<file path="config.mk">
export PLATFORM = sky130hd
export DESIGN_NAME = pipe_stage_reg
export DESIGN_NICKNAME = d
export VERILOG_FILES = /design/src/rtl/pipe_pkg.sv /design/src/rtl/pipe_sat_counter.sv /design/src/rtl/pipe_stage_reg.sv
export SDC_FILE = /design/constraint.sdc
export NUM_CORES = 1
export LEC_CHECK = 0
export CAP_MARGIN = 20
export CORE_MARGIN = 8
export CORE_UTILIZATION = 46
export CTS_CLUSTER_DIAMETER = 150
export CTS_CLUSTER_SIZE = 16
export DETAILED_ROUTE_END_ITERATION = 12
export PLACE_DENSITY = 0.77
export SETUP_SLACK_MARGIN = 0.02
export SLEW_MARGIN = 20
export SYNTH_ARGS = -nofsm -noshare
export SYNTH_HDL_FRONTEND = slang
export SYNTH_HIERARCHICAL = 1
export SYNTH_SLANG_ARGS = --single-unit
export TNS_END_PERCENT = 30
</file>
<file path="constraint.sdc">
create_clock -name clk -period 1.5 [get_ports clk]
set_clock_uncertainty 0.05 [all_clocks]
set_input_delay 0.3 -clock clk [delete_from_list [all_inputs] [get_ports clk]]
set_output_delay 0.3 -clock clk [all_outputs]
set_load 0.01 [all_outputs]
</file>
<file path="src/rtl/pipe_pkg.sv">
// Shared definitions for the pipelined MIPS stage registers: occupancy states,
// the NOP encoding and default payload widths for each stage boundary.
package pipe_pkg;

    typedef enum logic [1:0] {
        EMPTY = 2'd0,
        ONE   = 2'd1,
        TWO   = 2'd2
    } stage_state_e;

    localparam logic [31:0] MIPS_NOP = 32'h0000_0000;

    // PC+4 and instruction travel together through IF/ID
    localparam int IF_ID_W  = 64;
    localparam int ID_EX_W  = 148;
    localparam int EX_MEM_W = 107;
    localparam int MEM_WB_W = 71;

    function automatic logic is_live(input stage_state_e s);
        return s != EMPTY;
    endfunction

endpackage

</file>
<file path="src/rtl/pipe_sat_counter.sv">
// Saturating up-counter with synchronous clear; sticks at all-ones instead of wrapping.
module pipe_sat_counter #(
    parameter int CNT_W = 16
) (
    input  logic             clk,
    input  logic             clr,
    input  logic             inc,
    output logic [CNT_W-1:0] count
);

    always_ff @(posedge clk) begin
        if (clr) begin
            count <= '0;
        end else if (inc && (count != '1)) begin
            count <= count + CNT_W'(1);
        end
    end

endmodule

</file>
<file path="src/rtl/pipe_stage_reg.sv">
// Pipeline stage register with valid/ready handshake and a 2-entry skid buffer
// so in_ready is registered. Macro PIPE_STAGE_PERF_CNT_EN adds stall/flush counters.
module pipe_stage_reg
    import pipe_pkg::*;
#(
    parameter int                DATA_W    = 64,
    parameter logic [DATA_W-1:0] FLUSH_VAL = DATA_W'(MIPS_NOP)
`ifdef PIPE_STAGE_PERF_CNT_EN
    ,
    parameter int                CNT_W     = 16
`endif
) (
    input  logic              clk,
    input  logic              rst,
    input  logic              in_valid,
    output logic              in_ready,
    input  logic [DATA_W-1:0] in_data,
    input  logic              stall,
    input  logic              flush,
    output logic              out_valid,
    input  logic              out_ready,
    output logic [DATA_W-1:0] out_data
`ifdef PIPE_STAGE_PERF_CNT_EN
    ,
    output logic [CNT_W-1:0]  stall_cnt,
    output logic [CNT_W-1:0]  flush_cnt
`endif
);

    stage_state_e      state, state_next;
    logic [DATA_W-1:0] main_q, main_next;
    logic [DATA_W-1:0] skid_q, skid_next;
    logic              in_ready_q;
    logic              accept, drain;

    assign accept    = in_valid && in_ready_q;
    assign drain     = is_live(state) && out_ready && !stall;
    assign in_ready  = in_ready_q;
    assign out_valid = is_live(state);
    assign out_data  = main_q;

    // Main entry always drives out_data; the skid entry only catches the
    // one extra word that can arrive while the main entry is blocked.
    always_comb begin
        state_next = state;
        main_next  = main_q;
        skid_next  = skid_q;
        if (flush) begin
            state_next = EMPTY;
            main_next  = FLUSH_VAL;
            skid_next  = FLUSH_VAL;
        end else begin
            case (state)
                EMPTY: begin
                    if (accept) begin
                        state_next = ONE;
                        main_next  = in_data;
                    end
                end
                ONE: begin
                    if (drain && accept) begin
                        main_next = in_data;
                    end else if (drain) begin
                        state_next = EMPTY;
                        main_next  = FLUSH_VAL;
                    end else if (accept) begin
                        state_next = TWO;
                        skid_next  = in_data;
                    end
                end
                TWO: begin
                    if (drain) begin
                        state_next = ONE;
                        main_next  = skid_q;
                        skid_next  = FLUSH_VAL;
                    end
                end
                default: begin
                    state_next = EMPTY;
                    main_next  = FLUSH_VAL;
                    skid_next  = FLUSH_VAL;
                end
            endcase
        end
    end

    always_ff @(posedge clk) begin
        if (rst) begin
            state      <= EMPTY;
            main_q     <= FLUSH_VAL;
            skid_q     <= FLUSH_VAL;
            in_ready_q <= 1'b1;
        end else begin
            state      <= state_next;
            main_q     <= main_next;
            skid_q     <= skid_next;
            in_ready_q <= (state_next != TWO);
        end
    end

`ifdef PIPE_STAGE_PERF_CNT_EN
    logic stall_inc, flush_inc;

    assign stall_inc = is_live(state) && !drain;
    assign flush_inc = flush && is_live(state);

    pipe_sat_counter #(.CNT_W(CNT_W)) u_stall_cnt (
        .clk   (clk),
        .clr   (rst),
        .inc   (stall_inc),
        .count (stall_cnt)
    );

    pipe_sat_counter #(.CNT_W(CNT_W)) u_flush_cnt (
        .clk   (clk),
        .clr   (rst),
        .inc   (flush_inc),
        .count (flush_cnt)
    );
`endif

endmodule

</file>
### Word level (Yosys, flattened, before mapping)

Cells that the tools add are included.

* bits in registers: 131
* word-level logic and storage cells: 39

* eq/ne operators: 9
* multiplexer cells: 15
* bitwise gates (word level): 1
* reduce and logical (&&, ||, !) cells: 10

Operators by type and width (number)
* 64-bit 2-to-1 mux: 6
* 64-bit case mux with 3 select lines: 2
* 2-bit 2-to-1 mux: 6
* 2-bit != test, second input constant: 6
* 2-bit case mux with 3 select lines: 1
* 5-bit AND reduction: 1
* 1-bit logical AND: 4
* 3-bit != test, second input constant: 1
* 3-bit AND reduction: 1
* 2-bit by 1-bit equality test with 1-bit output, second input constant: 1
* 2-bit equality test, second input constant: 1
* 2-bit logical NOT: 1
* 2-bit nonzero test: 1
* 2-bit OR reduction: 1
* 1-bit logical NOT: 1
* 1-bit inverter: 1

### Logic depth before layout (Yosys ltp)

Gate-level depths: netlist of run 1.

* word-level depth: 8
* gate-level depth with buffers: 7
* depth with buffers taken out: 4

### Least setup slack after synthesis of run 1

OpenSTA, ideal clock, no wires.

* path type: flip-flop to flip-flop
* start: register state[1]
* end: register main_q[8], in the netlist out_data[8]
* library setup time: 0.119 ns
* arrival: 1.307 ns
* data required time: 1.331 ns
* path slack: 0.024 ns
* stages on the path, launching flop included: 8
* path buffers: 3
* cells stage by stage: dfxtp_1 buf_4 buf_4 buf_4 mux2i_1 nor2_1 a211oi_1 nor2_1

* word-level cells in the longest chain between the ends: 6

RTL lines
* from (decl): RTL line pipe_stage_reg.sv:30 `stage_state_e state, state_next;`
* from (signal assigned): RTL line pipe_stage_reg.sv:94 `state <= state_next;`
* 2-bit nonzero test: RTL line pipe_pkg.sv:20 `return s != EMPTY;`
* 1-bit logical AND (2 in a row): RTL line pipe_stage_reg.sv:37 `assign drain = is_live(state) && out_ready && !stall;`
* 1-bit logical AND: RTL line pipe_stage_reg.sv:61 `if (drain && accept) begin`
* 3-bit != test (no source line) or 64-bit 2-to-1 mux (tied branches)
* 3-bit AND reduction (no source line) or 64-bit case mux with 3 select lines (tied branches)
* to (signal assigned): RTL line pipe_stage_reg.sv:95 `main_q <= main_next;`
* to (decl): RTL line pipe_stage_reg.sv:31 `logic [DATA_W-1:0] main_q, main_next;`

Parallel ways exist; a longest one is shown, timed or not.
A chain may end at the register's enable or synchronous reset.

### Worst setup path in the final report of run 1

* start: register state[0]
* end: output port out_valid

* word-level cells in the longest chain between the ends: 1

RTL lines
* 2-bit nonzero test: RTL line pipe_pkg.sv:20
* to (decl): RTL line pipe_stage_reg.sv:20 `output logic out_valid,`

Every way passes these cells.

==> results of run 1 <==
[state kept, by name, summed over array words and instances (netlist names)]
| register | cells |
|---|---|
| in_ready | 1 |
| out_data | 64 |
| skid_q | 64 |
| state | 2 |
[power breakdown]
| group | switching, mW | total, mW | internal [mW] |
|---|---|---|---|
| sequential | 0.0566 | 3.64 | 3.58 |
| combinational | 0.688 | 1.34 | 0.650 |
| clock | 1.55 | 4.70 | 3.15 |
[worst min-delay path: stages]
cell and delay, ns:
dlymetal6s2s_1 0.10, or2_4 0.16, buf_4 0.12, nor3_1 0.04
[kinds of logic after synthesis]
| group | count (synthesis) | share of synthesized area |
|---|---|---|
| AND/OR/NAND/NOR | 270 | 0.168 |
| AO/OA/AOI/OAI | 136 | 0.138 |
| flip-flops | 131 | 0.424 |
| multiplexers | 129 | 0.209 |
| buffers and inverters | 64 | 0.0583 |
| XOR/XNOR | 1 | 0.00263 |
[per-stage QoR]
step	TNS (ns)	setup WS (ns)	utilization
5_1_grt	-0.294	-0.0520	0.679
4_1_cts	-0.341	-0.106	0.651
6_report	-0.0122	-0.0122	0.679
2_1_floorplan	0	0.0244	-
3_5_place_dp	-53.34	-0.478	0.606
3_3_place_gp	-48.20	-0.420	0.606
[area by class of cell]
class                           instances  area (µm²)
Timing Repair Buffer                  189        2080
Tap cell                              176         220
Clock buffer                           18         439
Multi-Input combinational cell        537        3350
Fill cell                            1053        4240
Clock inverter                         14         233
Sequential cell                       131        2630
[timing repair]
| item | 4_1_cts | 5_1_grt |
|---|---|---|
| resized for setup | 73 | 63 |
| pin swaps | 1 | 5 |
| setup endpoints to repair | 132 | 127 |
| cloned | 0 | 9 |
| endpoints found under the hold margin | 0 | 0 |
[synth_stat cells]
library cell	number	share of area
a211o_1	1	0.0014
a211oi_1	63	0.077
a21oi_1	5	0.0040
buf_1	1	0.00061
buf_2	30	0.024
buf_4	6	0.0073
buf_6	8	0.015
clkbuf_1	19	0.012
dfxtp_1	131	0.42
mux2i_1	129	0.21
nand2_1	131	0.080
nand2b_1	1	0.0010
nor2_1	130	0.079
nor2b_1	2	0.0020
nor3_1	1	0.00081
nor3_2	1	0.0016
nor3b_1	1	0.0012
o21a_1	1	0.0012
o21ai_0	34	0.028
o21ai_1	30	0.024
o21ai_2	1	0.0014
o22a_1	1	0.0014
or2_1	1	0.0010
or2_2	1	0.0010
or3_1	1	0.0010
xnor2_2	1	0.0026
[how the worst max path moves through the flow]
| stage | start | end | slack [ns] | cells past startpoint |
|---|---|---|---|---|
| 3_5_place_dp | out_ready | skid_q[3] | -0.48 | 7 |
| 4_1_cts | state[0] | out_valid | -0.11 | 2 |
| 3_3_place_gp | out_ready | skid_q[51] | -0.42 | 7 |
| 5_1_grt | state[0] | out_valid | -0.05 | 2 |
| 6_report | state[0] | out_valid | -0.01 | 2 |
| 2_1_floorplan | state[1] | out_data[8] | 0.02 | 7 |
[per-layer routing]
layer	part of all wire	wire length (µm)	global-route usage	vias up
met4	0.0093	168	0.0581	0
met2	0.46	8340	0.296	196
met5	0	0	0	-
li1	-	-	-	2804
met1	0.46	8300	0.249	2736
met3	0.067	1200	0.0617	14
==> out/results.ini, run 1 <==
[floorplan]
die_h_um = 132
die_w_um = 132
io_pins = 136
rows = 42
fp.coreArea_mm2 = 0.0132
dieArea_mm2 = 0.0174
initial_core_util = 0.469

[timing]
setup_violations = 1
finalCritPeriodShare = 1.01
min_period_ns = 1.51
relSlewSlack = 0.809
slew_violations = 0
setup_ws_ns = -0.0122
hold_viol = 0
holdWs_ns = 0.291
grt_setup_unrepaired = true
worst_slew_pin_slew_ns = 0.285
max_freq_mhz = 661

[synthesis]
syn_nets = 801
synth.avg_cell_area_um2 = 8.46
synth_seq_cells = 131
yosys_warnings = 6
syn_area_mm2 = 0.00618
seq_area_frac_synth = 0.424
syn_inst = 731
synth_cell_types = 26

[global_route]
antenna_found_initial = 0
grt_pass1_wl_um = 27700
grt_pass1_vias = 5510
grt.total_usage = 0.192
grt_max_degree = 54
grt_remaining_overflow = 0

[clocking]
cts.sinks = 131
cts_max_path_buffers = 2
cts.clk_slew.worst_paths_ns = 0.06
htree_levels = 4
cts_tree = yes
cts-hold-fix-buffers = 0
cts_buffers = 17
clock-root-buffer = clkbuf_16
clk_latency_ns = 0.42
post_cts_buffers = 0

[place]
post_dp_cell_area_mm2 = 0.00799
numPortBuffers = 135
hpwl_um = 11200
place_congestion = 0.791
numPlacedInstances = 1024

[worst_hold_path]
min_path_cells = 4
hp-class = in -> reg
hold_end = state[1]
holdCritStartpoint = flush

[setup_path]
r2r-end = out_data[58]
worstPathMaxFanout = 7
worstPathRequired_ns = 1.15
cpPeakStageDelay_ns = 0.38
crit_family = flip-flops
worstSetupEndpointType = output port
reg2reg_slack_ns = 0.03
path_cells = or2_4, buf_6
critPathSlowestCell = dfxtp_4
critPathLaunchType = flip-flop
worst-path-buf-inv = 1
crit_type = reg -> out
arrival_ns = 1.16
r2r_start = state[0]
reg2regPathDepth = 5

[layout]
stdcell_area_mm2 = 0.00895
layout_common_cells = nand2_1, nor2_1, dfxtp_1
area_growth_pct = 44.8
drive_gt1_frac = 0.133
n_antenna_cell = 0
fin_nets = 946
layout_commonest_cell = nand2_1
final-instance-count-excl-fill = 1065

[pwr]
p_leak_nw = 3.42
ir_worst_vdd_mv = 0.778
power.total_mw = 9.68
power_density_mw_per_mm2 = 1080

[route]
wirelength_um = 18000
drtAntennaViolNets = 0
drtIter0Drc = 450
remaining_drc_errors = 0
vias_per_cell = 5.40
vias = 5750
first_pass_iters = 5
routedWlPerCell_um = 16.9

[outcome]
outcome = complete, but fails checks
violations = negative setup slack

[job]
drv_cap = 0

(Power assumes the default switching activity.)
==> inputs of run 2 (changes only) <==
--- a/config.mk
+++ b/config.mk
@@ -6,7 +6,6 @@
 export NUM_CORES = 1
 export LEC_CHECK = 0
 export CAP_MARGIN = 20
-export CORE_MARGIN = 8
 export CORE_UTILIZATION = 46
 export CTS_CLUSTER_DIAMETER = 150
 export CTS_CLUSTER_SIZE = 16
==> out/results.ini, run 2 (synthesized netlist as in run 1, its figures left out) <==
[layout]
area_growth_pct = 50.4
fin_nets = 961
fillers = 899
layout_commonest_cell = nand2_1
finish.utilization = 0.722
layout_common_cells = nand2_1, mux2i_1, nor2_1, dfxtp_1, clkdlybuf4s50_1
final-instance-count-excl-fill = 1076
drive_gt1_frac = 0.177

[setup_path]
worstPathMaxFanout = 37
crit_type = reg -> reg
critPathSlowestCell = dfxtp_4
crit_top_cell = buf_12
worstSetupEndpointType = flip-flop
worstPathRequired_ns = 1.75
arrival_ns = 1.84
cpPeakStageDelay_ns = 0.37
critPathLaunchType = flip-flop
path_cells = buf_12, xnor2_4, o21a_2, buf_12, o21ai_0, nor2_1

[global_route]
grt_max_degree = 47
grt_remaining_overflow = 0
grt_pass1_wl_um = 26800
grt.total_usage = 0.237
grt_pass1_vias = 5622
antenna_found_initial = 1

[outcome]
outcome = complete, but fails checks
violations = negative setup slack

[route]
first_pass_iters = 5
vias = 6001
vias_per_cell = 5.58
remaining_drc_errors = 0
drtIter0Drc = 383
drtAntennaViolNets = 0
wirelength_um = 19300
routedWlPerCell_um = 18.0

[clocking]
htree_levels = 4
cts_max_path_buffers = 2
cts.sinks = 131
cts.clk_slew.worst_paths_ns = 0.06
cts_buffers = 17
cts_tree = yes
clk_latency_ns = 0.42
clock-root-buffer = clkbuf_16

[floorplan]
rows = 41
die_h_um = 118
dieArea_mm2 = 0.0139
die_w_um = 118
fp.coreArea_mm2 = 0.0129
initial_core_util = 0.480
io_pins = 136

[pwr]
switchingPower_mw = 2.30
ir_worst_vdd_mv = 1.16
swShare = 0.245
p_leak_nw = 3.53
clkPwrFrac = 0.453
sequentialPowerShare = 0.387
pwr-share-comb = 0.160
power.total_mw = 9.39
power_density_mw_per_mm2 = 1010
p_int_mw = 7.09

[place]
hpwl_um = 10600
place_congestion = 0.824
numPlacedInstances = 1011
numPortBuffers = 135

[timing]
hold_viol = 0
max_freq_mhz = 632
relSlewSlack = 0.782
slew_violations = 0
setup_ws_ns = -0.0826
worst_slew_pin_slew_ns = 0.326
fin_tns_setup_ns = -0.968
min_period_ns = 1.58
setup_violations = 50
grt_setup_unrepaired = true
finalCritPeriodShare = 1.06
holdWs_ns = 0.255

[worst_hold_path]
hp-class = in -> reg

[job]
drv_cap = 0

run 2: changes by cell type in the layout (fill, tap and decap cells not counted), sizes merged, moves of 3 or more:
cell      before  now
buf           49   60
bufinv         6    3
clkbuf        24   38
clkinv         4    1
clkinvlp       3    0
run 2: worst paths after layout:
path                   start      endpoint  slack [ns]  cells past startpoint
hold / removal     out_ready      state[0]        0.26                      4
setup reg to reg    state[1]  out_data[11]       -0.08                      6
setup / recovery    state[1]  out_data[11]       -0.08                      6
hold reg to reg   skid_q[54]    skid_q[54]        0.41                      2
run 2: critical path: cells and delay by family (launching register included):
| kind | cells | cell delay [ns] |
|---|---|---|
| AO/OA/AOI/OAI | 2 | 0.49 |
| XOR/XNOR | 1 | 0.14 |
| buffers and inverters | 2 | 0.33 |
| flip-flops | 1 | 0.37 |
| AND/OR/NAND/NOR | 1 | 0.08 |
run 2: layout make-up:
class                      count  area (µm²)  area share
antenna                        1        2.50    0.000269
timing repair buffer         205        2290       0.247
clock buffer                  27         503      0.0541
sequential                   131        2630       0.283
tap                          172         215      0.0231
clock inverter                 4        95.1      0.0102
multi-input combinational    536        3560       0.383
run 2: stage by stage:
stage / cell area (µm²) / worst slack [ns]
floorplan: 6180 / 0.0244
global placement: 7880 / -0.451
detailed placement: 7880 / -0.513
CTS: 8440 / -0.0741
global route: 9300 / -0.163
finish: 9300 / -0.0826
run 2: repair_timing:
action / CTS / global route
setup buffers: 0 / 17
setup endpoints to repair: 195 / 131
pin swaps: 2 / 11
hold buffers: 0 / 0
gates resized for setup: 88 / 98
cloned: 0 / 16
run 2: power groups by stage:
stage / combinational [mW] / sequential, mW / clock (mW)
after global routing: 1.60 / 3.65 / 4.46
after floorplan: 0.599 / 3.75 / 0
after CTS: 1.22 / 3.64 / 4.29
final: 1.50 / 3.64 / 4.25
after global placement: 1.24 / 3.71 / 0
after detailed placement: 1.27 / 3.71 / 0
run 2: layer usage:
metal | vias up | wire length (µm) | GRT usage
met5 | - | 0 | 0
met4 | 0 | 496 | 0.0962
met3 | 41 | 1140 | 0.0736
met2 | 236 | 9550 | 0.392
met1 | 2891 | 8150 | 0.285
li1 | 2833 | - | -
==> inputs of run 3 (changes only) <==
==> constraint.sdc (replaced) <==
create_clock -name clk -period 1.5 [get_ports clk]
set_clock_uncertainty 0.05 [all_clocks]
set_input_delay 0.3 -clock clk [delete_from_list [all_inputs] [get_ports clk]]
set_output_delay 0.3 -clock clk [all_outputs]
set_load 0.1 [all_outputs]
==> out/results.ini, run 3 (synthesized netlist as in run 1, its figures left out) <==
[outcome]
outcome = complete, but fails checks
violations = negative setup slack

[timing]
holdWs_ns = 0.375
setup_ws_ns = -0.200
finalCritPeriodShare = 1.13
min_period_ns = 1.70
relSlewSlack = 0.694
worst_slew_pin_slew_ns = 0.457
hold_viol = 0
setup_violations = 129
max_freq_mhz = 588
slew_violations = 0
grt_setup_unrepaired = true

[clocking]
clk_latency_ns = 0.43
htree_levels = 4
cts_tree = yes
cts.sinks = 131
cts-hold-fix-buffers = 0
cts_max_path_buffers = 2
cts_buffers = 17
clock-root-buffer = clkbuf_16
cts.clk_slew.worst_paths_ns = 0.06

[setup_path]
crit_type = reg -> reg
crit_family = buffers and inverters
reg2reg_slack_ns = -0.20
worstSetupEndpointType = flip-flop
reg2regPathDepth = 7
arrival_ns = 2.00
cpPeakStageDelay_ns = 0.37
worstPathRequired_ns = 1.80
worstPathMaxFanout = 8
r2r_start = state[1]
path_cells = buf_8, a211o_1, buf_6, o21ai_4, clkbuf_16, a211oi_2, nor2_1
crit_cells = 7
critPathLaunchType = flip-flop
critPathSlowestCell = dfxtp_4
r2r-end = out_data[20]
cp-endpoint = out_data[20]
worst-path-buf-inv = 3
critPathLaunch = state[1]

[global_route]
grt_pass1_vias = 6124
grt.total_usage = 0.278
grt_max_degree = 54
grt_remaining_overflow = 0
antenna_found_initial = 1
grt_pass1_wl_um = 30700

[pwr]
p_int_mw = 7.15
power.total_mw = 10.3
power_density_mw_per_mm2 = 1040
sequentialPowerShare = 0.359
switchingPower_mw = 3.15
pwr-share-comb = 0.243
swShare = 0.306
clkPwrFrac = 0.398
p_leak_nw = 3.60
ir_worst_vdd_mv = 0.609

[place]
post_dp_cell_area_mm2 = 0.00854
numPortBuffers = 135
hpwl_um = 11500
place_congestion = 0.788

[route]
first_pass_iters = 6
vias_per_cell = 5.79
drtIter0Drc = 599
vias = 6275
remaining_drc_errors = 0
wirelength_um = 21500
routedWlPerCell_um = 19.9
drtAntennaViolNets = 0

[layout]
fin_nets = 968
stdcell_area_mm2 = 0.00995
area_growth_pct = 61.0
layout_common_cells = nor2_1, nand2_1, dfxtp_1
finish.utilization = 0.773
fillers = 771
drive_gt1_frac = 0.243
n_antenna_cell = 0

[floorplan]
rows = 41
io_pins = 136
dieArea_mm2 = 0.0139
initial_core_util = 0.480
die_h_um = 118
fp.coreArea_mm2 = 0.0129
die_w_um = 118

[worst_hold_path]
holdCritStartpoint = in_valid
hp-class = in -> reg

[job]
drv_cap = 0

run 3: layout make-up:
type	count	area, µm²	area share
clock buffer	23	509	0.0512
clock inverter	9	75.1	0.00754
sequential	131	2630	0.265
multi-input combinational	537	3460	0.348
timing repair buffer	211	3060	0.307
tap	172	215	0.0216
run 3: layer usage:
| layer | part of all wire | vias to the layer above | track usage |
|---|---|---|---|
| met2 | 0.51 | 345 | 0.491 |
| li1 | - | 2842 | - |
| met1 | 0.39 | 3019 | 0.313 |
| met4 | 0.034 | 0 | 0.132 |
| met3 | 0.071 | 69 | 0.0654 |
| met5 | 0 | - | 0 |
run 3: how the worst min path moves through the flow:
| stage | to | cells past startpoint | slack, ns |
|---|---|---|---|
| final | state[0] | 4 | 0.38 |
| after global routing | skid_q[40] | 2 | 0.43 |
| after global placement | skid_q[15] | 2 | 0.39 |
| after CTS | skid_q[56] | 2 | 0.41 |
| after floorplan | skid_q[0] | 2 | 0.38 |
| after detailed placement | skid_q[56] | 2 | 0.40 |
run 3: power groups by stage:
stage	Clock, mW	Combinational [mW]	Sequential, mW
after floorplan	0	0.643	4.40
after global placement	0	2.12	3.77
after detailed placement	0	2.15	3.77
after CTS	4.08	2.31	3.69
after global routing	4.25	2.59	3.71
final	4.10	2.50	3.70
run 3: stage by stage:
step	worst slack, ns	std cells	TNS, ns
after global routing	-0.242	1083	-17.16
after global placement	-0.421	1014	-46.16
final	-0.200	1083	-10.88
after detailed placement	-0.537	1014	-55.11
after floorplan	0.00189	731	0
after CTS	-0.186	1067	-9.71
run 3: what timing repair did:
item                                   CTS  global route
pin swaps                                6            12
buffers inserted                        12             8
gates cloned                             9             8
setup endpoints to repair               87           131
resized for setup                       34            57
endpoints found under the hold margin    0             0
run 3: worst reg2reg max path, cell delays in order, from the launching register on:
cell and delay [ns]:
dfxtp_4 0.37, buf_8 0.14, a211o_1 0.31, buf_6 0.14
o21ai_4 0.17, clkbuf_16 0.27, a211oi_2 0.05, nor2_1 0.13
